--- src/rtl/multicycle_control.sv ---
// Multi-cycle control FSM for the RV32I subset (jal, jalr, OP-IMM, OP, sb, bne, lui, lbu).
// Optional macro ILLEGAL_TRAP_EN: unknown opcodes park the FSM in TRAP until reset.
module multicycle_control (
    input  logic       clk,
    input  logic       rst_n,
    input  logic [6:0] op_i,
    input  logic       mem_ready_i,
    output logic       mem_req_o,
    output logic       AdrSrc_o,
    output logic       MemWrite_o,
    output logic       IRWrite_o,
    output logic       PCUpdate_o,
    output logic       Branch_o,
    output logic       RegWrite_o,
    output logic [1:0] ALUSrcA_o,
    output logic [1:0] ALUSrcB_o,
    output logic [1:0] ALUOp_o,
    output logic [1:0] ResultSrc_o,
    output logic [2:0] ImmSrc_o,
    output logic       retire_o,
    output logic       illegal_o,
    output logic [3:0] state_o
);

    localparam logic [3:0] S_FETCH    = 4'd0;
    localparam logic [3:0] S_DECODE   = 4'd1;
    localparam logic [3:0] S_MEMADR   = 4'd2;
    localparam logic [3:0] S_MEMREAD  = 4'd3;
    localparam logic [3:0] S_MEMWB    = 4'd4;
    localparam logic [3:0] S_MEMWRITE = 4'd5;
    localparam logic [3:0] S_EXECR    = 4'd6;
    localparam logic [3:0] S_EXECI    = 4'd7;
    localparam logic [3:0] S_ALUWB    = 4'd8;
    localparam logic [3:0] S_BRANCH   = 4'd9;
    localparam logic [3:0] S_JALR     = 4'd10;
    localparam logic [3:0] S_JAL      = 4'd11;
    localparam logic [3:0] S_LUI      = 4'd12;
    localparam logic [3:0] S_TRAP     = 4'd13;

    localparam logic [6:0] OP_LOAD  = 7'b0000011;
    localparam logic [6:0] OP_STORE = 7'b0100011;
    localparam logic [6:0] OP_REG   = 7'b0110011;
    localparam logic [6:0] OP_IMM   = 7'b0010011;
    localparam logic [6:0] OP_BR    = 7'b1100011;
    localparam logic [6:0] OP_JAL   = 7'b1101111;
    localparam logic [6:0] OP_JALR  = 7'b1100111;
    localparam logic [6:0] OP_LUI   = 7'b0110111;

    logic [3:0] state_q, state_d;
    logic       mem_req_c, adr_src_c, mem_write_c, ir_write_c, pc_update_c;
    logic       branch_c, reg_write_c, retire_c, illegal_c;
    logic [1:0] src_a_c, src_b_c, alu_op_c, result_src_c;

    always_ff @(posedge clk or negedge rst_n) begin
        if (!rst_n) state_q <= S_FETCH;
        else        state_q <= state_d;
    end

    // Next-state and Moore decode; only memory states look at mem_ready_i
    always_comb begin
        state_d      = state_q;
        mem_req_c    = 1'b0;
        adr_src_c    = 1'b0;
        mem_write_c  = 1'b0;
        ir_write_c   = 1'b0;
        pc_update_c  = 1'b0;
        branch_c     = 1'b0;
        reg_write_c  = 1'b0;
        retire_c     = 1'b0;
        illegal_c    = 1'b0;
        src_a_c      = 2'b00;
        src_b_c      = 2'b00;
        alu_op_c     = 2'b00;
        result_src_c = 2'b00;
        case (state_q)
            S_FETCH: begin
                mem_req_c    = 1'b1;
                src_b_c      = 2'b10;
                result_src_c = 2'b10;
                if (mem_ready_i) begin
                    ir_write_c  = 1'b1;
                    pc_update_c = 1'b1;
                    state_d     = S_DECODE;
                end
            end
            S_DECODE: begin
                src_a_c = 2'b01;
                src_b_c = 2'b01;
                case (op_i)
                    OP_LOAD, OP_STORE: state_d = S_MEMADR;
                    OP_REG:            state_d = S_EXECR;
                    OP_IMM:            state_d = S_EXECI;
                    OP_BR:             state_d = S_BRANCH;
                    OP_JAL:            state_d = S_JAL;
                    OP_JALR:           state_d = S_JALR;
                    OP_LUI:            state_d = S_LUI;
                    default: begin
`ifdef ILLEGAL_TRAP_EN
                        state_d = S_TRAP;
`else
                        retire_c = 1'b1;
                        state_d  = S_FETCH;
`endif
                    end
                endcase
            end
            S_MEMADR: begin
                src_a_c = 2'b10;
                src_b_c = 2'b01;
                state_d = (op_i == OP_LOAD) ? S_MEMREAD : S_MEMWRITE;
            end
            S_MEMREAD: begin
                mem_req_c = 1'b1;
                adr_src_c = 1'b1;
                if (mem_ready_i) state_d = S_MEMWB;
            end
            S_MEMWB: begin
                result_src_c = 2'b01;
                reg_write_c  = 1'b1;
                retire_c     = 1'b1;
                state_d      = S_FETCH;
            end
            S_MEMWRITE: begin
                mem_req_c   = 1'b1;
                adr_src_c   = 1'b1;
                mem_write_c = 1'b1;
                if (mem_ready_i) begin
                    retire_c = 1'b1;
                    state_d  = S_FETCH;
                end
            end
            S_EXECR: begin
                src_a_c  = 2'b10;
                alu_op_c = 2'b10;
                state_d  = S_ALUWB;
            end
            S_EXECI: begin
                src_a_c  = 2'b10;
                src_b_c  = 2'b01;
                alu_op_c = 2'b10;
                state_d  = S_ALUWB;
            end
            S_ALUWB: begin
                reg_write_c = 1'b1;
                retire_c    = 1'b1;
                state_d     = S_FETCH;
            end
            S_BRANCH: begin
                src_a_c  = 2'b10;
                alu_op_c = 2'b01;
                branch_c = 1'b1;
                retire_c = 1'b1;
                state_d  = S_FETCH;
            end
            S_JALR: begin
                src_a_c = 2'b10;
                src_b_c = 2'b01;
                state_d = S_JAL;
            end
            // PC takes the target held in ALUOut while OldPC+4 is computed for the link
            S_JAL: begin
                src_a_c     = 2'b01;
                src_b_c     = 2'b10;
                pc_update_c = 1'b1;
                state_d     = S_ALUWB;
            end
            S_LUI: begin
                result_src_c = 2'b11;
                reg_write_c  = 1'b1;
                retire_c     = 1'b1;
                state_d      = S_FETCH;
            end
`ifdef ILLEGAL_TRAP_EN
            S_TRAP: begin
                illegal_c = 1'b1;
            end
`endif
            default: state_d = S_FETCH;
        endcase
    end

    // Immediate format follows the opcode directly
    always_comb begin
        case (op_i)
            OP_STORE: ImmSrc_o = 3'b001;
            OP_BR:    ImmSrc_o = 3'b010;
            OP_JAL:   ImmSrc_o = 3'b011;
            OP_LUI:   ImmSrc_o = 3'b100;
            default:  ImmSrc_o = 3'b000;
        endcase
    end

    // Side-effecting strobes are held off for as long as reset is asserted
    assign mem_req_o   = mem_req_c   & rst_n;
    assign MemWrite_o  = mem_write_c & rst_n;
    assign IRWrite_o   = ir_write_c  & rst_n;
    assign PCUpdate_o  = pc_update_c & rst_n;
    assign RegWrite_o  = reg_write_c & rst_n;
    assign retire_o    = retire_c    & rst_n;
    assign AdrSrc_o    = adr_src_c;
    assign Branch_o    = branch_c;
    assign ALUSrcA_o   = src_a_c;
    assign ALUSrcB_o   = src_b_c;
    assign ALUOp_o     = alu_op_c;
    assign ResultSrc_o = result_src_c;
    assign illegal_o   = illegal_c;
    assign state_o     = state_q;

endmodule

--- config.mk ---
export PLATFORM = sky130hd
export DESIGN_NAME = multicycle_control
export DESIGN_NICKNAME = d
export VERILOG_FILES = /design/src/rtl/multicycle_control.sv
export SDC_FILE = /design/constraint.sdc
export NUM_CORES = 1
export LEC_CHECK = 0
export CORE_UTILIZATION = 39
export CTS_CLUSTER_DIAMETER = 50
export DETAILED_ROUTE_END_ITERATION = 16
export MAX_ROUTING_LAYER = met4
export PLACE_DENSITY = 0.78
export SETUP_SLACK_MARGIN = 0.15
export SLEW_MARGIN = 40
export SYNTH_ARGS = -nofsm -noshare
export SYNTH_HDL_FRONTEND = slang
export SYNTH_SLANG_ARGS = --single-unit
--- constraint.sdc ---
create_clock -name clk -period 2.1 [get_ports clk]
set_clock_uncertainty 0.2 [all_clocks]
set_input_delay 0.63 -clock clk [delete_from_list [all_inputs] [get_ports clk]]
set_output_delay 0.63 -clock clk [all_outputs]
set_load 0.1 [all_outputs]
==> results of run 1 <==
Yosys cell counts, drive strengths merged:
cell type,n
xor2,1
inv,3
nand3b,3
o22ai,1
o21ba,1
clkbuf,3
nand4bb,1
o2bb2ai,1
nand2,9
nor4,2
a21o,1
nor3,3
conb,1
or3,2
o21bai,2
o311ai,1
nor2b,9
nand4b,1
nand2b,4
and3,1
xnor2,1
nor2,12
a21oi,8
nor3b,1
or4b,1
a211oi,2
nand3,6
dfrtp,4
nor4b,1
and2,1
a31oi,2
o21ai,7
o2111ai,1
buf,4
or3b,1
through the flow:
stage          setup TNS (ps)  instance area (um^2)  setup slack [ps]  instances  hold WS (ps)
2_1_floorplan           -8120                  1040              -688        102           134
3_3_place_gp            -6320                  1810              -784        181           488
kinds of logic after synthesis:
| group | after synthesis |
|---|---|
| and+or+nand+nor | 58 |
| AOI/OAI and AO/OA | 27 |
| buffers and inverters | 10 |
| DFF | 4 |
| xor gates and xnor gates | 2 |
| other | 1 |
==> metrics.yaml, run 1 <==
synth_top_cell_by_area: "dfrtp_1"
run.stop_error: "[ERROR DPL-0038] Utilization greater than 100%, impossible to legalize"
synth-xor-area-share_pct: 2.58
synth_top_area_share_pct: 14.8
synth.lib_cells_used.distinct: 41
synth_area_leaders: "dfrtp_1 15%, nor2b_1 7.4%, nor2_1 6.1%"
rows: 14
synthesis.instances: 102
synthSimpleGateAreaFrac_pct: 50.0
synth_adder_area_share_pct: 0
die_height_um: 43.7
place.gp.congestion: 0.858
yosys_warnings: 0
synth-compound-area-share_pct: 24.7
initial_utilization_pct: 43.5
failed_stage: "detailed placement (3_5_place_dp)"
io_buffers: 32
outcome: "stopped before the end"
synth_area_um2: 678
synth.area.mux_share_pct: 0
io_count: 34
synth_seq_area_share_pct: 14.8
die_width_um: 43.7
synth-seq-cells: 4
synth_top_family_by_area: "simple AND/OR/NAND/NOR gates"
avgSynthCellArea_um2: 6.65
syn_nets: 112
==> run 2, diff against run 1 <==
- CORE_AREA: unset -> 2 2 63 65
- CORE_UTILIZATION: 39 -> unset
- CTS_CLUSTER_DIAMETER: 50 -> unset
- DIE_AREA: unset -> 0 0 65 67
- MAX_ROUTING_LAYER: met4 -> unset
- PLACE_DENSITY: 0.78 -> unset
- PLACE_DENSITY_LB_ADDON: unset -> 0.15
- SETUP_SLACK_MARGIN: 0.15 -> unset
==> metrics.yaml, run 2 <==
peak_vdd_ir_mv: 0.178
avgSynthCellArea_um2: 6.65  # unchanged
worst-endpoint-arrival_ps: 1630
via_per_inst: 4.69
largest_net_degree_at_the_start_of_global_routing: 9
timing.critical_path.fanout_max: 3
tritoncts_sink_count: 4
clock.fmax_mhz: 406
firstDrtPassIters: 4
synth-xor-area-share_pct: 2.58  # unchanged
die_height_um: 67  # +53%
dp.final_hpwl_um: 2400
finalNetCount: 207
die_width_um: 65  # +49%
synth_top_cell_by_area: "dfrtp_1"
synth_flop_cell: "dfrtp_1"
number_of_global_route_vias_before_repair: 1207
synth_edf_count: 0  # unchanged
min_period_over_period_pct: 117
powerDensity_mw_per_mm2: 374
cts.reportedPaths.clkPinSlew_ps: 30
ctsHoldBuffers: 0
mostFrequentLayoutCells: "34 x buf_4, 31 x buf_6, 25 x buf_12, 9 x nor2_4, 6 x nor2b_4"
report.final.hold_viol_count: 0
synth_seq_area_share_pct: 14.8  # unchanged
setup_viol: 20
fp.dieArea_mm2: 0.00436
p_leak_nw: 0.966
synthSimpleGateAreaFrac_pct: 50.0  # unchanged
synth_adder_area_share_pct: 0  # unchanged
hold-worst-slack_ps: 166
yosys_warnings: 0  # unchanged
data_required_time_at_the_worst_endpoint_ps: 1270
synth.lib_cells_used.distinct: 41  # unchanged
crit_path_class: "in2out"
synthesis.instances: 102  # unchanged
synth_top_family_by_area: "simple AND/OR/NAND/NOR gates"
grt_pass1_wl_um: 5610
synth-compound-area-share_pct: 24.7  # unchanged
synthArstFlopShare_pct: 100  # unchanged
maxCapViolations: 0
numCtsBuffers: 3
layout_setup_ws_ps: -361
synth_area_um2: 678  # unchanged
met3_wirelength_um: 132
ctsLongestPathBuffers: 2
slew_viol_final: 0
route.met2.wl_um: 2060
synth_top_area_share_pct: 14.8  # unchanged
antenna_violating_nets_post_route: 0
drt_iter0_markers: 13
globalRoute.totalOverflow: 0
io_count: 34  # unchanged
root_buffer: "clkbuf_8"
initial_utilization_pct: 18.8  # -25 points
number_of_placed_instances_with_taps_included: 215
final-instance-count-excl-fill: 243
route.detailed.drc: 0
layout_commonest_cell: "buf_4"
met1_length_um: 1290
syn_nets: 112  # unchanged
synth_area_leaders: "dfrtp_1 15%, nor2b_1 7.4%, nor2_1 6.1%"
cp-end-kind: "output pin"
largest_reg_flops: 4
routed_wirelength_um: 3510
insertedDiodeCount: 0
grt.total_usage_pct: 16.8
post-synth-top-count-cell: "nor2_1"
startpoint_class_of_the_critical_path: "input port"
holdCritPathClass: "in2async"
rows: 22  # +8
worstSkewPairLatency_ps: 220
outcome: "finished with violations"
coreArea_mm2: 0.00361
drive_above_1_share_pct: 78.5
grt_setup_unrepaired: "yes"
violations: "setup timing"
wl_per_cell_um: 14.4
synth.area.mux_share_pct: 0  # unchanged
via_count: 1139
top_signal_layer_used: "met4"
place.gp.congestion: 0.837  # -2.4%
io_buffers: 32  # unchanged
final_core_util_pct: 65.1
htree_num_levels: 1
tritoncts_clock_tree: "yes"
post_synth_most_frequent_cells: "11 x nor2_1, 8 x a21oi_1, 8 x nand2_1, 8 x nor2b_1, 6 x nand3_1"
antenna_found_initial: 0
reg2regPathDepth: 8
synth-seq-cells: 4  # unchanged
finalWorstPathRequiredPeriod_ps: 2460
area_growth_pct: 246
[run 2: cell counts after synthesis]
Identical to the previous run, type by type.
[run 2: worst max-delay path: stages]
cell	delay, ps
buf_6	90
or3_4	420
a211oi_4	270
buf_12	210
[run 2: final cells by class]
type / instances / area, um^2
multi-input combinational: 88 / 950
clock buffer: 3 / 41.3
inverter: 3 / 15.0
timing repair buffer: 97 / 1160
fill: 275 / 1260
sequential: 4 / 115
tap: 48 / 60.1
[run 2: final timing paths]
| check | slack [ps] | endpoint | startpoint |
|---|---|---|---|
| setup reg to reg | -110 | state_o[2] | state_o[3] |
| min in group clk | 600 | state_o[3] | state_o[1] |
| hold reg to reg | 600 | state_o[3] | state_o[1] |
| setup / recovery | -360 | ImmSrc_o[0] | op_i[2] |
| hold / removal | 170 | state_o[0] | rst_n |
| max in group asynchronous | 1190 | state_o[2] | rst_n |
[run 2: power breakdown]
part / switching, mW / internal [mW]
clock network: 0.0428 / 0.123
registers: 0.00957 / 0.0835
logic: 0.356 / 0.263
[run 2: repair_timing]
action / 4_1_cts / 5_1_grt
gates resized for setup: 91 / 20
setup buffers: 15 / 15
setup endpoints to repair: 22 / 21
hold endpoints to repair: 0 / 0
pin swaps: 29 / 14
gates cloned: 0 / 0
[run 2: routing by layer]
| layer | global-route usage (%) | vias to the layer above |
|---|---|---|
| met4 | 5.05 | 0 |
| met2 | 34.8 | 30 |
| met1 | 16.8 | 556 |
| li1 | - | 551 |
| met3 | 2.70 | 2 |
| met5 | 0 | - |
[run 2: cells by family (layout without fill, tap and decap cells)]
group,after synthesis,count (layout)
AND/OR/NAND/NOR,58,58
AO/OA/AOI/OAI,27,27
buffers and inverters,10,103
flip-flops,4,4
XOR/XNOR,2,2
other,1,1
[run 2: through the flow]
step / setup TNS [ps] / power, mW / setup WS (ps) / instance area (um^2)
floorplan: -8120 / 0.436 / -688 / 1040
global placement: -7020 / 0.631 / -789 / 1840
detailed placement: -7310 / 0.636 / -818 / 1840
CTS: -4400 / 0.860 / -369 / 2230
global route: -5260 / 0.905 / -394 / 2350
finish: -4550 / 0.878 / -361 / 2350
Note: power is estimated with default switching activity, not from simulation.
